===== src/rtl/fpu_class_pkg.sv =====
// fpu_class_pkg
//   Shared definitions for the FPU special-operand generator:
//   - fp_class_t   : operand class codes (ZERO..SNAN)
//   - EXP_MAX      : all-ones single-precision exponent
//   - QNAN_BIT     : fraction bit that separates quiet from signalling NaN
//   - exc_flags_t  : the 12 flags the except stage is expected to raise
//   - to_class / random_class : map raw 3-bit codes onto fp_class_t
//   - encode_op    : build a 32-bit operand of a class from LFSR bits
//   - class_flags  : expected flags for an operand pair
//   - lfsr_step    : one advance of the 32-bit Galois LFSR
package fpu_class_pkg;

    typedef enum logic [2:0] {
        FC_ZERO   = 3'd0,
        FC_DENORM = 3'd1,
        FC_NORMAL = 3'd2,
        FC_INF    = 3'd3,
        FC_QNAN   = 3'd4,
        FC_SNAN   = 3'd5
    } fp_class_t;

    localparam logic [7:0]  EXP_MAX     = 8'hFF;
    localparam int          QNAN_BIT    = 22;
    localparam logic [31:0] LFSR_POLY   = 32'h8020_0003;
    localparam logic [15:0] SWEEP_PAIRS = 16'd36;

    typedef struct packed {
        logic inf;
        logic ind;
        logic qnan;
        logic snan;
        logic opa_nan;
        logic opb_nan;
        logic opa_00;
        logic opb_00;
        logic opa_inf;
        logic opb_inf;
        logic opa_dn;
        logic opb_dn;
    } exc_flags_t;

    // Codes 6 and 7 have no class of their own; they behave as NORMAL.
    function automatic fp_class_t to_class(input logic [2:0] code);
        if (code <= 3'd5) return fp_class_t'(code);
        else              return FC_NORMAL;
    endfunction

    // Random selection folds 6/7 onto ZERO/DENORM so the rare classes
    // show up a little more often than NORMAL.
    function automatic fp_class_t random_class(input logic [2:0] bits);
        case (bits)
            3'd6:    return FC_ZERO;
            3'd7:    return FC_DENORM;
            default: return fp_class_t'(bits);
        endcase
    endfunction

    function automatic logic [31:0] encode_op(input fp_class_t cls, input logic [31:0] lfsr);
        logic [7:0]  e;
        logic [22:0] f;
        e = '0;
        f = '0;
        case (cls)
            FC_ZERO: ;
            FC_DENORM: begin
                f = lfsr[22:0];
                if (f == '0) f = 23'd1;   // a zero fraction would be ZERO
            end
            FC_NORMAL: begin
                e = lfsr[30:23];
                if (e == 8'd0)         e = 8'd1;
                else if (e == EXP_MAX) e = 8'hFE;
                f = lfsr[22:0];
            end
            FC_INF: e = EXP_MAX;
            FC_QNAN: begin
                e = EXP_MAX;
                f[QNAN_BIT] = 1'b1;
                f[QNAN_BIT-1:0] = lfsr[QNAN_BIT-1:0];
            end
            FC_SNAN: begin
                e = EXP_MAX;
                f[QNAN_BIT-1:0] = lfsr[QNAN_BIT-1:0];
                // an all-zero payload with the quiet bit clear would be INF
                if (f[QNAN_BIT-1:0] == '0) f[QNAN_BIT-1:0] = 22'd1;
            end
            default: ;
        endcase
        return {lfsr[31], e, f};
    endfunction

    function automatic exc_flags_t class_flags(input fp_class_t cls_a, input fp_class_t cls_b);
        exc_flags_t fl;
        fl.opa_inf = (cls_a == FC_INF);
        fl.opb_inf = (cls_b == FC_INF);
        fl.opa_00  = (cls_a == FC_ZERO);
        fl.opb_00  = (cls_b == FC_ZERO);
        fl.opa_dn  = (cls_a == FC_ZERO) || (cls_a == FC_DENORM);
        fl.opb_dn  = (cls_b == FC_ZERO) || (cls_b == FC_DENORM);
        fl.opa_nan = (cls_a == FC_QNAN) || (cls_a == FC_SNAN);
        fl.opb_nan = (cls_b == FC_QNAN) || (cls_b == FC_SNAN);
        fl.inf     = fl.opa_inf | fl.opb_inf;
        fl.ind     = fl.opa_inf & fl.opb_inf;
        fl.qnan    = (cls_a == FC_QNAN) || (cls_b == FC_QNAN);
        fl.snan    = (cls_a == FC_SNAN) || (cls_b == FC_SNAN);
        return fl;
    endfunction

    function automatic logic [31:0] lfsr_step(input logic [31:0] s);
        return {1'b0, s[31:1]} ^ (s[0] ? LFSR_POLY : 32'h0);
    endfunction

endpackage


===== src/rtl/fpu_class_lfsr.sv =====
// fpu_class_lfsr
//   32-bit Galois LFSR used as the payload source for one operand.
//   Ports:
//     clk, rst_n : clock / async active-low reset (reloads SEED)
//     en         : advance one step on the next rising edge
//     state      : current LFSR value
module fpu_class_lfsr
    import fpu_class_pkg::*;
#(
    parameter logic [31:0] SEED = 32'hACE1_2B3D
) (
    input  logic        clk,
    input  logic        rst_n,
    input  logic        en,
    output logic [31:0] state
);

    always_ff @(posedge clk or negedge rst_n) begin
        if (!rst_n)  state <= SEED;
        else if (en) state <= lfsr_step(state);
    end

endmodule


===== src/rtl/fpu_special_opgen.sv =====
// fpu_special_opgen
//   Produces single-precision operand pairs of selected classes together
//   with the exception flags the except stage must raise two cycles later.
//   Ports:
//     clk, rst_n          : clock / async active-low reset
//     start               : run request (IDLE only)
//     mode                : 0 sweep 36 pairs, 1 random, 2/3 fixed classes
//     cls_a, cls_b        : class codes for fixed mode
//     count               : pairs per run for modes 1-3
//     opa, opb            : operands (0 when op_valid is low)
//     op_valid, op_ready  : operand handshake
//     exp_valid, exp_*    : expected flags, two cycles behind opa/opb
//     busy, done          : run active / end-of-run pulse
//
//   Handshake: a pair transfers on every rising edge where op_valid and
//   op_ready are both 1; op_valid never drops before that transfer and
//   opa/opb stay unchanged while op_ready is 0.
module fpu_special_opgen
    import fpu_class_pkg::*;
#(
    parameter logic [31:0] SEED = 32'hACE1_2B3D
) (
    input  logic        clk,
    input  logic        rst_n,
    input  logic        start,
    input  logic [1:0]  mode,
    input  logic [2:0]  cls_a,
    input  logic [2:0]  cls_b,
    input  logic [15:0] count,
    output logic [31:0] opa,
    output logic [31:0] opb,
    output logic        op_valid,
    input  logic        op_ready,
    output logic        exp_valid,
    output logic        exp_inf,
    output logic        exp_ind,
    output logic        exp_qnan,
    output logic        exp_snan,
    output logic        exp_opa_nan,
    output logic        exp_opb_nan,
    output logic        exp_opa_00,
    output logic        exp_opb_00,
    output logic        exp_opa_inf,
    output logic        exp_opb_inf,
    output logic        exp_opa_dn,
    output logic        exp_opb_dn,
    output logic        busy,
    output logic        done
);

    typedef enum logic [1:0] {
        ST_IDLE  = 2'd0,
        ST_RUN   = 2'd1,
        ST_DRAIN = 2'd2
    } state_t;

    state_t      state, state_d;
    logic [15:0] rem, rem_d;
    logic        dcnt, dcnt_d;
    logic        done_q, done_d;
    logic [1:0]  mode_q, mode_d;
    fp_class_t   fix_a, fix_a_d, fix_b, fix_b_d;
    logic [2:0]  sw_a, sw_a_d, sw_b, sw_b_d;

    logic [31:0] lfsr_a, lfsr_b;
    fp_class_t   cur_a, cur_b;
    logic        accept;

    logic        s1_valid, s2_valid;
    exc_flags_t  s1_flags, s2_flags;

    assign op_valid = (state == ST_RUN);
    assign accept   = op_valid & op_ready;

    fpu_class_lfsr #(.SEED(SEED)) u_lfsr_a (
        .clk   (clk),
        .rst_n (rst_n),
        .en    (accept),
        .state (lfsr_a)
    );

    fpu_class_lfsr #(.SEED(~SEED)) u_lfsr_b (
        .clk   (clk),
        .rst_n (rst_n),
        .en    (accept),
        .state (lfsr_b)
    );

    // Class of the pair currently presented.
    always_comb begin
        cur_a = fix_a;
        cur_b = fix_b;
        case (mode_q)
            2'd0: begin
                cur_a = to_class(sw_a);
                cur_b = to_class(sw_b);
            end
            2'd1: begin
                cur_a = random_class(lfsr_a[2:0]);
                cur_b = random_class(lfsr_b[2:0]);
            end
            default: ;
        endcase
    end

    // Operands are pure functions of registered state, so they hold
    // automatically while the LFSRs are not advancing.
    assign opa = op_valid ? encode_op(cur_a, lfsr_a) : 32'h0;
    assign opb = op_valid ? encode_op(cur_b, lfsr_b) : 32'h0;

    always_comb begin
        state_d = state;
        rem_d   = rem;
        dcnt_d  = dcnt;
        done_d  = 1'b0;
        mode_d  = mode_q;
        fix_a_d = fix_a;
        fix_b_d = fix_b;
        sw_a_d  = sw_a;
        sw_b_d  = sw_b;
        case (state)
            ST_IDLE: begin
                if (start) begin
                    mode_d  = mode;
                    fix_a_d = to_class(cls_a);
                    fix_b_d = to_class(cls_b);
                    sw_a_d  = 3'd0;
                    sw_b_d  = 3'd0;
                    dcnt_d  = 1'b0;
                    rem_d   = (mode == 2'd0) ? SWEEP_PAIRS : count;
                    state_d = (rem_d == 16'd0) ? ST_DRAIN : ST_RUN;
                end
            end
            ST_RUN: begin
                if (accept) begin
                    rem_d = rem - 16'd1;
                    if (sw_b == 3'd5) begin
                        sw_b_d = 3'd0;
                        sw_a_d = sw_a + 3'd1;
                    end else begin
                        sw_b_d = sw_b + 3'd1;
                    end
                    if (rem == 16'd1) state_d = ST_DRAIN;
                end
            end
            ST_DRAIN: begin
                // two cycles lets the last pair's flags leave the pipeline
                if (dcnt) begin
                    state_d = ST_IDLE;
                    dcnt_d  = 1'b0;
                    done_d  = 1'b1;
                end else begin
                    dcnt_d  = 1'b1;
                end
            end
            default: state_d = ST_IDLE;
        endcase
    end

    always_ff @(posedge clk or negedge rst_n) begin
        if (!rst_n) begin
            state  <= ST_IDLE;
            rem    <= '0;
            dcnt   <= 1'b0;
            done_q <= 1'b0;
            mode_q <= '0;
            fix_a  <= FC_ZERO;
            fix_b  <= FC_ZERO;
            sw_a   <= '0;
            sw_b   <= '0;
        end else begin
            state  <= state_d;
            rem    <= rem_d;
            dcnt   <= dcnt_d;
            done_q <= done_d;
            mode_q <= mode_d;
            fix_a  <= fix_a_d;
            fix_b  <= fix_b_d;
            sw_a   <= sw_a_d;
            sw_b   <= sw_b_d;
        end
    end

    // Flag pipeline runs every cycle; it tracks the bus, not transfers.
    always_ff @(posedge clk or negedge rst_n) begin
        if (!rst_n) begin
            s1_valid <= 1'b0;
            s1_flags <= '0;
            s2_valid <= 1'b0;
            s2_flags <= '0;
        end else begin
            s1_valid <= op_valid;
            s1_flags <= op_valid ? class_flags(cur_a, cur_b) : '0;
            s2_valid <= s1_valid;
            s2_flags <= s1_flags;
        end
    end

    assign exp_valid   = s2_valid;
    assign exp_inf     = s2_flags.inf;
    assign exp_ind     = s2_flags.ind;
    assign exp_qnan    = s2_flags.qnan;
    assign exp_snan    = s2_flags.snan;
    assign exp_opa_nan = s2_flags.opa_nan;
    assign exp_opb_nan = s2_flags.opb_nan;
    assign exp_opa_00  = s2_flags.opa_00;
    assign exp_opb_00  = s2_flags.opb_00;
    assign exp_opa_inf = s2_flags.opa_inf;
    assign exp_opb_inf = s2_flags.opb_inf;
    assign exp_opa_dn  = s2_flags.opa_dn;
    assign exp_opb_dn  = s2_flags.opb_dn;

    assign busy = (state != ST_IDLE);
    assign done = done_q;

endmodule


===== config.mk =====
export PLATFORM = sky130hd
export DESIGN_NAME = fpu_special_opgen
export DESIGN_NICKNAME = d
export VERILOG_FILES = /design/src/rtl/fpu_class_pkg.sv /design/src/rtl/fpu_class_lfsr.sv /design/src/rtl/fpu_special_opgen.sv
export SDC_FILE = /design/constraint.sdc
export NUM_CORES = 1
export LEC_CHECK = 0
export CORE_MARGIN = 5
export CORE_UTILIZATION = 48
export CTS_CLUSTER_DIAMETER = 40
export CTS_CLUSTER_SIZE = 8
export DETAILED_ROUTE_END_ITERATION = 16
export PLACE_DENSITY = 0.77
export RECOVER_POWER = 25
export SYNTH_ARGS = -nofsm -noshare
export SYNTH_HDL_FRONTEND = slang
export SYNTH_SLANG_ARGS = --single-unit

===== constraint.sdc =====
create_clock -name clk -period 2.6 [get_ports clk]
set_input_delay 0.65 -clock clk [delete_from_list [all_inputs] [get_ports clk]]
set_output_delay 0.65 -clock clk [all_outputs]
set_load 0.1 [all_outputs]

After elaboration in Yosys (flattened, before gate mapping)
Cells that the tools add are included.
{"block": "classes", "order_cmp": 4, "bitwise_logic": 5, "mux": 49, "add_sub_neg": 3, "n_eq_ne": 26, "reduce_logical": 30, "div_mod_pow": 0, "shifts": 0, "n_mul": 0}
{"operator": "22-bit one-hot mux with 3 select lines", "count": 2}
{"operator": "32-bit 2-to-1 mux", "count": 4}
{"operator": "31-bit by 32-bit XOR with 32-bit output", "count": 2}
{"operator": "16-bit 2-to-1 mux", "count": 3}
{"operator": "23-bit logical NOT", "count": 2}
{"operator": "23-bit 2-to-1 mux", "count": 2}
{"operator": "22-bit logical NOT", "count": 2}
{"operator": "22-bit 2-to-1 mux", "count": 2}
{"operator": "3-bit one-hot mux with 2 select lines", "count": 6}
{"operator": "8-bit 2-to-1 mux", "count": 4}
{"operator": "16-bit one-hot mux with 2 select lines", "count": 1}
{"operator": "8-bit one-hot mux with 2 select lines", "count": 2}
{"operator": "3-bit equality test, second input constant", "count": 9}
{"operator": "3-bit 2-to-1 mux", "count": 9}
{"operator": "16-bit by 1-bit equality test with 1-bit output, second input constant", "count": 1}
{"operator": "8-bit equality test, second input constant", "count": 2}
{"operator": "16-bit logical NOT", "count": 1}
{"operator": "8-bit logical NOT", "count": 2}
{"operator": "16-bit by 1-bit subtractor with 16-bit output, second input constant", "count": 1}
{"operator": "3-bit by 2-bit equality test with 1-bit output, second input constant", "count": 4}
{"operator": "3-bit less-or-equal comparator, second input constant", "count": 4}
{"operator": "12-bit 2-to-1 mux", "count": 1}
{"operator": "2-bit 2-to-1 mux", "count": 5}
{"operator": "4-bit AND reduction", "count": 2}
{"operator": "other kinds (20)", "count": 44}
{"block": "totals", "reg_bits": 124, "ram_bits": 0, "latchBits": 0, "memories": 0, "inputBits": 28, "word_cells": 154, "romBits": 0, "output_inout_bits": 80}

Depth between registers and ports, before layout
Gate-level depths: netlist of run 1.
{"block": "logic_depth", "word_depth": 7, "mapped_depth": 9, "mapped_depth_nobuf": 8}

Cells and area by module
From an unflattened synthesis of run 1, not the netlist that was laid out.
{"block": "unflattened", "cells_unflattened": 593, "area_unflattened_um2": 6495.0}
{"module": "fpu_special_opgen", "cells_each": 447, "seq_area_each_um2": 1501.4, "area_each_um2": 3792.4, "instances": 1}
{"module": "fpu_class_lfsr at u_lfsr_a", "cells_each": 73, "seq_area_each_um2": 822.0, "area_each_um2": 1352.5, "instances": 1}
{"module": "fpu_class_lfsr at u_lfsr_b", "cells_each": 73, "seq_area_each_um2": 819.5, "area_each_um2": 1350.0, "instances": 1}

Worst setup path after synthesis of run 1
Ideal clock, no wire load.
{"block": "synth_timing", "path_kind": "reg-to-output", "startpoint": "register sw_a[0]", "endpoint": "output port opa[1]", "path_buffers": 1, "arrival_ps": 3953, "required_time_ps": 1950, "stages_incl_launch_ff": 9, "slack_ps": -2003, "cell_sequence": "dfrtp_1 > ha_1 > o21bai_1 > a222oi_1 > nand2_1 > nor2_1 > buf_2 > nor3_1 > nor3_1"}
{"block": "synth_via", "elab_chain_cells": 7, "elab_cells_between_ends": 10, "cone_classes": "order compare: 1; eq/ne: 4; mux: 4; reduce/logical: 1"}
{"item": "start, declared", "line_no": "fpu_special_opgen.sv:63", "rtl": "logic [2:0] sw_a, sw_a_d, sw_b, sw_b_d;"}
{"item": "start signal, assigned", "line_no": "fpu_special_opgen.sv:179", "rtl": "sw_a <= sw_a_d;"}
{"item": "3-bit less-or-equal comparator", "line_no": "fpu_class_pkg.sv:44", "rtl": "if (code <= 3'd5) return fp_class_t'(code);"}
{"item": "3-bit 2-to-1 mux (*)", "line_no": "fpu_class_pkg.sv:44"}
{"item": "3-bit one-hot mux with 2 select lines (*)", "line_no": "fpu_special_opgen.sv:93", "rtl": "case (mode_q)"}
{"item": "3-bit equality test / 3-bit by 2-bit equality test with 1-bit output (equally long branches)", "line_no": "fpu_class_pkg.sv:63", "rtl": "case (cls)"}
{"item": "2-bit OR reduction (no line)"}
{"item": "22-bit one-hot mux with 3 select lines (*)", "line_no": "fpu_class_pkg.sv:63"}
{"item": "32-bit 2-to-1 mux (*)", "line_no": "fpu_special_opgen.sv:108", "rtl": "assign opa = op_valid ? encode_op(cur_a, lfsr_a) : 32'h0;"}
{"item": "end, declared", "line_no": "fpu_special_opgen.sv:30", "rtl": "output logic [31:0] opa,"}
Every way passes the cells marked *; elsewhere a longest branch is shown, timed or not.

Worst setup path in the final report of run 1
{"block": "layout_timing", "startpoint": "register mode_q[1]", "endpoint": "output port opa[1]"}
{"block": "layout_via", "elab_chain_cells": 6, "elab_cells_between_ends": 10, "cone_classes": "eq/ne: 5; mux: 3; reduce/logical: 2"}
{"item": "start, declared", "line_no": "fpu_special_opgen.sv:61", "rtl": "logic [1:0] mode_q, mode_d;"}
{"item": "start signal, assigned", "line_no": "fpu_special_opgen.sv:176", "rtl": "mode_q <= mode_d;"}
{"item": "2-bit by 1-bit equality test with 1-bit output / 2-bit logical NOT (equally long branches)", "line_no": "fpu_special_opgen.sv:93"}
{"item": "3-bit one-hot mux with 2 select lines (*)", "line_no": "fpu_special_opgen.sv:93"}
{"item": "3-bit equality test / 3-bit by 2-bit equality test with 1-bit output (equally long branches)", "line_no": "fpu_class_pkg.sv:63"}
{"item": "2-bit OR reduction (no line)"}
{"item": "22-bit one-hot mux with 3 select lines (*)", "line_no": "fpu_class_pkg.sv:63"}
{"item": "32-bit 2-to-1 mux (*)", "line_no": "fpu_special_opgen.sv:108"}
Marks and branches as above.

==> metrics.log, run 1 <==
[metrics] global router's overall resource usage: 26.9%
[metrics] TritonRoute pass-1 iters: 5
[metrics] Critical path buffers and inverters: 3
[metrics] Layout area overhead: 69.9%
[metrics] post-detailed-route wirelength per cell: 21.0 um
[metrics] Finish-stage setup viols: 62
[metrics] die footprint: 0.0153 mm2
[metrics] Post-CTS Hold Fix Bufs: 0
[metrics] global-route wire length before repair: 31.6 mm
[metrics] initial antenna violation count: 0
[metrics] main area contributors after synthesis: dfrtp_1, dfstp_2, mux2_2
[metrics] period utilization: 130%
[metrics] vias in the first global route: 6244
[metrics] total standard cell area after synthesis: 0.00619 mm2
[metrics] gate family responsible for the most delay along the worst path: simple AND/OR/NAND/NOR gates
[metrics] detailed router's first-iteration violation count: 564
[metrics] met2 track demand over resource in global routing: 47.4%
[metrics] cell taking the most area after synthesis: dfrtp_1
[metrics] cells along the critical path: nor3b_1 -> a222oi_1 -> buf_4 -> a2111oi_4 -> buf_4 -> nor3_2 -> nor3_1 -> nor3_4 -> buf_12
[metrics] type of the worst setup path: flip-flop to primary output
[metrics] drt total wl: 21.3 mm
[metrics] CP dominant cell by count: buf_4
[metrics] number of flops mapped to enable cells by yosys: 0
[metrics] y dimension of the die: 124 um
[metrics] initial core utilization: 49.0%
[metrics] max-cap check violation count: 1
[metrics] Max Slew Vio Count: 35
[metrics] clock period minus worst slack: 3380 ps
[metrics] Final #Nets: 866
[metrics] filler cell count in the final layout: 644
[metrics] routability-driven placement congestion ratio: 0.864
[metrics] Placed Instance Area: 0.00928 mm2
[metrics] number of failing hold endpoints at the final stage: 0
[metrics] clock buffer count from CTS: 17
[metrics] Yosys warning count: 0
[metrics] Avg Synthesized Cell Area: 9.98 um2
[metrics] Crit. End Element: primary output
[metrics] clock tree root driver cell: clkbuf_16
[metrics] cell with the biggest individual delay on the critical path: dfrtp_1
[metrics] layout cells sized above 1: 53.7%
[metrics] Tightest Hold Check Type: flip-flop to flip-flop
[metrics] cells after synthesis: 620
[metrics] violations in the final reports: capacitance limit, slew limit, setup timing
[metrics] IO Port Bufs: 107
[metrics] met1 usage in global routing: 30.5%
[metrics] clock latency on the worst-skew pair: 420 ps
[metrics] number of vias in the routed layout: 6069
[metrics] leading register cell type out of synthesis: dfrtp_1
[metrics] CP arrival: 2730 ps
[metrics] sequential share of the synthesized area: 50.8%
[metrics] delay of the slowest cell on the worst path: 450 ps
[metrics] met3 Resource Use GR: 5.31%
[metrics] standard cell core area: 0.0126 mm2
[metrics] register clock-pin slew on the reported worst setup and hold paths: 60 ps
[metrics] antenna diode count: 0
[metrics] data required time of the critical path: 1950 ps
[metrics] max_slew headroom: -23.8%
[metrics] grt peak-use layer: met2
[metrics] portion of synthesized cell area occupied by the leading cell type: 37.2%
[metrics] clk buf depth: 2
[metrics] Clock Sink Count: 124
[metrics] number of unique standard cell types used by synthesis: 56
[metrics] final setup skew: 7.49 ps
[metrics] category of the worst setup path launch point: flip-flop
[metrics] Overflow after GRT: 0
[metrics] post-DR vias/cell: 5.99
[metrics] maximum level of the CTS H-tree: 4
[metrics] maximum number of pins on one net before global-route repair: 50
[metrics] RSZ-0062 raised after global routing: yes
[metrics] pin slew with the least headroom to its limit: 1860 ps
[metrics] CTS tree: done
[metrics] number of top-level pins: 108
[metrics] register bit total from synthesis: 124
[metrics] status: finished with violations
[metrics] number of placement rows: 41
[metrics] detailed placement HPWL: 12.5 mm
[metrics] crit path setup slack, layout: -775 ps
[metrics] highest clock rate: 296 MHz
[metrics] crit path max fanout: 6
[metrics] share of synthesized registers carrying an async set or reset: 100%
[metrics] final cell area excluding filler cells: 0.0105 mm2
[metrics] drt drc: 0
[metrics] number of nets with antenna violations after routing: 0
[metrics] width of the die: 124 um
[metrics] post-synthesis net count: 657
layer usage:
layer  routed length (um)  share of wire (%)
met1                 7770                 37
met2                11000                 52
met3                 1420                6.7
met4                 1040                4.9
met5                    0                  0
cells in the mapped netlist (4+ instances only):
library cell / n
dfrtp_1: 92
nand2b_1: 6
nor2b_1: 5
a22oi_1: 9
dfstp_2: 32
mux2_2: 56
inv_1: 14
clkbuf_1: 25
nor3_1: 25
xor2_1: 4
nand3_1: 17
ha_1: 9
nor2_1: 45
and3_1: 39
o21ai_0: 38
nand2_1: 74
nor4_1: 16
nand4_1: 5
a21oi_1: 38
nand3b_1: 5
buf_2: 6
xnor2_1: 4
worst reg2reg max path, stage by stage (launching register included):
cell and delay [ps]:
dfrtp_1 420, buf_4 160, buf_4 140, nand3b_1 70
a222oi_1 350, buf_4 280, buf_6 140, buf_4 100
buf_4 90, buf_4 130, nor3b_1 270, a21o_1 130
path summary, 6_finish.rpt:
path	from	end	slack, ps	cells after the start
max	mode_q[1]	opa[1]	-780	9
min reg2reg	s1_flags[8]	exp_snan	350	0
min	s1_flags[8]	exp_snan	350	0
min in group asynchronous	rst_n	u_lfsr_b.state[22]	730	1
max reg2reg	sw_a[0]	s1_flags[11]	260	11
max in group asynchronous	rst_n	u_lfsr_b.state[0]	190	2
layout by cell type, fill, tap and decap left out, drive strengths merged, types with 5 or more instances in the layout:
cell	synthesis	final
a22oi	9	9
dfrtp	92	92
nand4	5	5
buf	8	194
nor3	27	28
dfstp	32	32
a21oi	38	38
o21ai	38	38
nand3	17	17
inv	14	14
nor2	45	45
clkdlybuf4s50	0	26
nor4	16	16
nand2b	6	6
and3	39	39
ha	9	9
nand2	74	74
nand3b	5	5
clkbuf	25	20
mux2	56	56
clkinv	0	6
nor2b	5	5
state kept, by name (all words and copies together) (netlist names), 2 cells and up:
name,cells
sw_a,3
u_lfsr_b.state,32
state,2
sw_b,3
u_lfsr_a.state,32
s1_flags,12
rem,16
fix_b,3
fix_a,3
mode_q,2
what timing repair did:
action	CTS	global route
endpoints found under the setup margin	62	63
setup buffers	18	12
pin swaps	39	37
gates resized for setup	54	33
cloned	1	0
logic make-up (layout without fill, tap and decap cells):
| logic type | after synthesis | count (layout) | share of synthesized area (%) |
|---|---|---|---|
| compound gates | 118 | 118 | 11.9 |
| xor+xnor | 8 | 8 | 1.13 |
| fa+ha+maj | 9 | 9 | 1.82 |
| buf+inv | 47 | 268 | 3.09 |
| flops | 124 | 124 | 50.8 |
| mux | 59 | 59 | 10.7 |
| simple gates | 255 | 256 | 20.6 |
stage by stage:
stage	util (%)	setup TNS, ps	worst slack (ps)	hold WS, ps	instances
6_report	83.3	-41880	-775	349	1014
5_1_grt	83.3	-53210	-893	362	1014
4_1_cts	81.7	-37880	-666	184	1005
3_5_place_dp	73.5	-14760	-360	335	955
3_3_place_gp	73.5	-14350	-353	331	955
2_1_floorplan	-	-27220	-702	331	620
cell type report:
class                   instances  area [um2]  area share [%]
clock inverters                14         195            1.86
clock buffers                  18         439            4.18
well taps                     172         215            2.05
repair buffers                222        2680            25.5
flip-flops and latches        124        3140            29.9
multi-input cells             450        3770            35.9
inverters                      14        60.1           0.571
Power of run 1 is not shown: default switching activity piles up to over one toggle a cycle in this logic, so the estimate is an artifact.
==> run 2, diff against run 1 <==
Settings changed: SKIP_CTS_REPAIR_TIMING set to 1.
==> metrics.log, run 2 (synthesized netlist as in run 1, its figures left out) <==
[metrics] registers with the most flip-flops: u_lfsr_a.state x32, u_lfsr_b.state x32, rem x16 (unchanged)
[metrics] IO Port Bufs: 107 (unchanged)
[metrics] crit path max fanout: 9 (was 6)
[metrics] Tightest Hold Check Type: flip-flop to flip-flop (unchanged)
[metrics] type of the worst setup path: flip-flop to primary output (unchanged)
[metrics] clk buf depth: 2 (unchanged)
[metrics] maximum level of the CTS H-tree: 4 (unchanged)
[metrics] drt total wl: 21.0 mm (was 21.3 mm)
[metrics] number of top-level pins: 108 (unchanged)
[metrics] post-DR vias/cell: 5.92 (was 5.99)
[metrics] Layout area overhead: 69.1% (was 69.9%)
[metrics] register clock-pin slew on the reported worst setup and hold paths: 60 ps (about the same)
[metrics] drt drc: 0 (unchanged)
[metrics] standard cell core area: 0.0126 mm2 (unchanged)
[metrics] Max Slew Vio Count: 35 (unchanged)
[metrics] max_slew headroom: -22.2% (was -23.8%)
[metrics] most common library cell in the layout ignoring fill and taps: buf_4 (unchanged)
[metrics] Finish-stage setup viols: 62 (unchanged)
[metrics] max-cap check violation count: 1 (unchanged)
[metrics] status: finished with violations (unchanged)
[metrics] CP arrival: 2790 ps (was 2730 ps)
[metrics] Final #Nets: 854 (was 866)
[metrics] number of nets with antenna violations after routing: 0 (unchanged)
[metrics] global-route wire length before repair: 28.8 mm (was 31.6 mm)
[metrics] filler cell count in the final layout: 682 (was 644)
[metrics] TritonRoute pass-1 iters: 6 (was 5)
[metrics] number of placement rows: 41 (unchanged)
[metrics] initial core utilization: 49.0% (unchanged)
[metrics] detailed placement HPWL: 12.5 mm (unchanged)
[metrics] highest clock rate: 290 MHz (was 296 MHz)
[metrics] antenna diode count: 0 (unchanged)
[metrics] number of vias in the routed layout: 5929 (was 6069)
[metrics] RSZ-0062 raised after global routing: yes (unchanged)
[metrics] setup slack on the worst flop-to-flop path: 310 ps (was 260 ps)
[metrics] layout cells sized above 1: 53.3% (was 53.7%)
[metrics] worst setup path endpoint: opa[19] (was opa[1])
[metrics] width of the die: 124 um (unchanged)
[metrics] initial antenna violation count: 0 (unchanged)
[metrics] Crit. End Element: primary output (unchanged)
[metrics] detailed router's first-iteration violation count: 469 (was 564)
[metrics] final setup skew: 6.20 ps (was 7.49 ps)
[metrics] die footprint: 0.0153 mm2 (unchanged)
[metrics] clock period minus worst slack: 3440 ps (was 3380 ps)
[metrics] routability-driven placement congestion ratio: 0.864 (unchanged)
[metrics] pin slew with the least headroom to its limit: 1830 ps (was 1860 ps)
[metrics] number of failing hold endpoints at the final stage: 0 (unchanged)
[metrics] category of the worst setup path launch point: flip-flop (unchanged)
[metrics] crit path setup slack, layout: -845 ps (was -775 ps)
[metrics] clock buffer count from CTS: 17 (unchanged)
[metrics] clock tree root driver cell: clkbuf_16 (unchanged)
[metrics] Clock Sink Count: 124 (unchanged)
[metrics] y dimension of the die: 124 um (unchanged)
[metrics] number of cells on the worst reg-to-reg path: 12 (was 11)
[metrics] post-detailed-route wirelength per cell: 20.9 um (was 21.0 um)
[metrics] period utilization: 132% (was 130%)
[metrics] global router's overall resource usage: 24.3% (was 26.9%)
[metrics] vias in the first global route: 5939 (was 6244)
[metrics] start point of the critical path: sw_a[0] (was mode_q[1])
[metrics] RR Endpoint: s1_flags[8] (was s1_flags[11])
[metrics] most used cells in the layout excluding fill and tap cells: buf_4, dfrtp_1, buf_12 (unchanged)
[metrics] violations in the final reports: capacitance limit, slew limit, setup timing (unchanged)
[metrics] critical register-to-register path startpoint: sw_a[1] (was sw_a[0])
[metrics] data required time of the critical path: 1950 ps (about the same)
[metrics] dpl ws: -360 ps (unchanged)
[metrics] maximum number of pins on one net before global-route repair: 50 (unchanged)
[metrics] clock latency on the worst-skew pair: 430 ps (was 420 ps)
[metrics] CTS tree: done (unchanged)
[metrics] Overflow after GRT: 0 (unchanged)
-- run 2: cell types whose count changed in the layout (fill, tap and decap cells not counted), sizes merged --
cell / before / now
buf: 194 / 181
clkbuf: 20 / 21
-- run 2: worst max-delay path, cell delays in order (launching register included) --
cell,delay (ps)
dfrtp_1,420
buf_4,170
buf_4,140
nand3b_1,80
a222oi_1,380
buf_4,350
xor2_4,270
clkbuf_16,200
and3_4,190
buf_12,170
-- run 2: cell type report --
cell class                 count  area [um2]  share of cell area (%)
clock buffer                  18         439                    4.20
clock inverter                14         195                    1.87
inverter                      14        60.1                   0.574
multi-input combinational    450        3770                    36.1
sequential                   124        3150                    30.1
tap                          172         215                    2.06
timing repair buffer         210        2630                    25.2
-- run 2: through the flow --
step                cell area, um2  setup TNS, ps  hold WS (ps)  utilization (%)  instances
floorplan                     6750         -27220           331                -        620
global placement              9280         -14350           331             73.5        955
detailed placement            9280         -14760           335             73.5        955
CTS                           9910         -43920           184             78.5        987
global route                 10500         -58640           357             82.9       1002
finish                       10500         -48930           349             82.9       1002
-- run 2: per-layer routing --
metal / track usage (%) / part of all wire, % / vias to the layer above
met5: 0 / 0 / -
met4: 9.76 / 3.8 / 0
met3: 6.68 / 6.4 / 72
met2: 42.8 / 52 / 291
met1: 27.9 / 38 / 2929
li1: - / - / 2637
-- run 2: how the worst min path moves through the flow --
stage	start	to	slack, ps	cells after the start
global placement	s1_valid	exp_valid	330	0
finish	s1_flags[4]	exp_opb_00	350	0
global route	s1_flags[2]	exp_opb_inf	360	0
detailed placement	s1_flags[6]	exp_opb_nan	330	0
floorplan	s1_flags[10]	exp_ind	330	0
CTS	rst_n	s1_flags[3]	180	1
Power of run 2 is left out for the same reason.
==> run 3, diff against run 2 <==
Settings changed: CORE_MARGIN 5 to 3.
==> metrics.log, run 3 (synthesized netlist as in run 1, its figures left out) <==
[metrics] status: finished with violations (unchanged)
[metrics] violations in the final reports: capacitance limit, slew limit, setup timing (unchanged)
[metrics] crit path setup slack, layout: -850 ps (was -845 ps)
[metrics] data required time of the critical path: 1950 ps (about the same)
[metrics] Final #Nets: 870 (was 854)
[metrics] CTS tree: done (unchanged)
[metrics] crit path max fanout: 5 (was 9)
[metrics] number of vias in the routed layout: 6255 (was 5929)
[metrics] Crit. End Element: primary output (unchanged)
[metrics] CP dominant cell by count: buf_4 (unchanged)
[metrics] post-detailed-route wirelength per cell: 22.2 um (was 20.9 um)
[metrics] number of top-level pins: 108 (unchanged)
[metrics] Finish-stage setup viols: 62 (unchanged)
[metrics] antenna diode count: 0 (unchanged)
[metrics] category of the worst setup path launch point: flip-flop (unchanged)
[metrics] Worst Min Path Start: s1_valid (was s1_flags[4])
[metrics] register clock-pin slew on the reported worst setup and hold paths: 60 ps (about the same)
[metrics] global router's overall resource usage: 25.6% (was 24.3%)
[metrics] initial core utilization: 50.2% (was 49.0%)
[metrics] routability-driven placement congestion ratio: 0.887 (was 0.864)
[metrics] maximum number of pins on one net before global-route repair: 66 (was 50)
[metrics] clock buffer count from CTS: 17 (unchanged)
[metrics] period utilization: 133% (was 132%)
[metrics] vias in the first global route: 5860 (was 5939)
[metrics] pin slew with the least headroom to its limit: 2230 ps (was 1830 ps)
[metrics] drt drc: 0 (unchanged)
[metrics] registers with the most flip-flops: u_lfsr_a.state x32, u_lfsr_b.state x32, rem x16 (unchanged)
[metrics] type of the worst setup path: flip-flop to primary output (unchanged)
[metrics] dpl ws: -342 ps (was -360 ps)
[metrics] clock latency on the worst-skew pair: 420 ps (was 430 ps)
[metrics] initial antenna violation count: 0 (unchanged)
[metrics] CP arrival: 2800 ps (was 2790 ps)
[metrics] clk buf depth: 2 (unchanged)
[metrics] utilization after layout: 86.2% (was 82.9%)
[metrics] TritonRoute pass-1 iters: 6 (unchanged)
[metrics] setup slack on the worst flop-to-flop path: 190 ps (was 310 ps)
[metrics] number of failing hold endpoints at the final stage: 0 (unchanged)
[metrics] width of the die: 120 um (was 124 um)
[metrics] global-route wire length before repair: 29.5 mm (was 28.8 mm)
[metrics] RR Endpoint: s1_flags[10] (was s1_flags[8])
[metrics] worst hold stages: 0 (unchanged)
[metrics] RSZ-0062 raised after global routing: yes (unchanged)
[metrics] max-cap check violation count: 1 (unchanged)
[metrics] Max Slew Vio Count: 40 (was 35)
[metrics] critical register-to-register path startpoint: u_lfsr_b.state[1] (was sw_a[1])
[metrics] Endpoint, Worst Hold: exp_valid (was exp_opb_00)
[metrics] layout cells sized above 1: 54.4% (was 53.3%)
[metrics] drt total wl: 22.5 mm (was 21.0 mm)
[metrics] number of cells on the worst reg-to-reg path: 9 (was 12)
[metrics] Overflow after GRT: 0 (unchanged)
[metrics] max_slew headroom: -48.4% (was -22.2%)
[metrics] highest clock rate: 290 MHz (about the same)
[metrics] final setup skew: 9.08 ps (was 6.20 ps)
[metrics] most used cells in the layout excluding fill and tap cells: buf_4, dfrtp_1, buf_12 (unchanged)
[metrics] Final Instance Count excl. Fillers: 1014 (was 1002)
[metrics] clock period minus worst slack: 3450 ps (was 3440 ps)
[metrics] Tightest Hold Check Type: flip-flop to flip-flop (unchanged)
[metrics] Hold Slack: 352 ps (was 349 ps)
[metrics] IO Port Bufs: 107 (unchanged)
[metrics] number of nets with antenna violations after routing: 0 (unchanged)
[metrics] cell with the biggest individual delay on the critical path: dfstp_2 (was dfrtp_1)
[metrics] number of placement rows: 40 (was 41)
[metrics] standard cell core area: 0.0123 mm2 (was 0.0126 mm2)
[metrics] filler cell count in the final layout: 579 (was 682)
[metrics] post-DR vias/cell: 6.17 (was 5.92)
[metrics] detailed router's first-iteration violation count: 606 (was 469)
[metrics] cells along the critical path: ha_4 -> buf_4 -> nor3_4 -> a211oi_2 -> buf_4 -> nor2_4 -> buf_4 -> a311oi_4 -> nor2_4 -> buf_12 (was buf_4 -> buf_4 -> nand3b_1 -> a222oi_1 -> buf_4 -> xor2_4 -> clkbuf_16 -> and3_4 -> buf_12)
[metrics] most common library cell in the layout ignoring fill and taps: buf_4 (unchanged)
[metrics] delay of the slowest cell on the worst path: 640 ps (was 420 ps)
[metrics] maximum level of the CTS H-tree: 4 (unchanged)
[metrics] die footprint: 0.0143 mm2 (was 0.0153 mm2)
[metrics] DP Cell Count: 953 (was 955)
[metrics] detailed placement HPWL: 12.3 mm (was 12.5 mm)
[metrics] Layout area overhead: 71.5% (was 69.1%)
[metrics] y dimension of the die: 120 um (was 124 um)
[metrics] Clock Sink Count: 124 (unchanged)
[metrics] clock tree root driver cell: clkbuf_16 (unchanged)
[run 3: cell types whose count changed in the layout (fill, tap and decap cells not counted), moves of 3 or more]
cell        before  now
buf_4           96  108
clkinvlp_4       4    1
nand2_2         11   15
clkbuf_8         1    7
inv_4            3    0
buf_12          75   72
clkinv_4         4    0
buf_6           10   14
[run 3: critical path, delay by kind of cell, from the launching register on]
family                   cells  cell delay, ps
adder cells (fa/ha/maj)      1             200
AND/OR/NAND/NOR              3             210
buffers and inverters        4             680
AO/OA/AOI/OAI                2             640
flip-flops                   1             640
[run 3: layer usage]
metal	GRT usage (%)	vias up	wire length, um
met1	31.5	3066	8240
met2	44.2	398	11600
met4	10.1	0	1250
li1	-	2672	-
met5	0	-	0
met3	5.33	119	1420
[run 3: final cells by class]
class | count | area [um2] | share of cell area (%)
repair buffers | 226 | 2770 | 26.1
clock inverters | 6 | 105 | 0.991
inverters | 14 | 56.3 | 0.531
multi-input cells | 450 | 3790 | 35.7
flip-flops and latches | 124 | 3150 | 29.7
clock buffers | 26 | 529 | 4.99
well taps | 168 | 210 | 1.98
[run 3: worst max path at each step]
stage                                 start  depth (start not counted)  slack, ps       to
after floorplan                     sw_a[0]                          8       -700   opa[1]
after global placement    u_lfsr_b.state[0]                         11       -280  opb[23]
after detailed placement  u_lfsr_b.state[0]                         11       -340  opb[23]
after CTS                 u_lfsr_b.state[0]                         11       -820  opb[23]
after global routing                sw_a[0]                         13       -920  opa[28]
final                     u_lfsr_b.state[1]                         10       -850  opb[21]
[run 3: through the flow]
stage               cell area (um2)  setup TNS (ps)
floorplan                      6750          -27220
global placement               9260          -12160
detailed placement             9260          -13930
CTS                            9900          -43830
global route                  10600          -62230
finish                        10600          -48370
Power of run 3 is left out for the same reason.
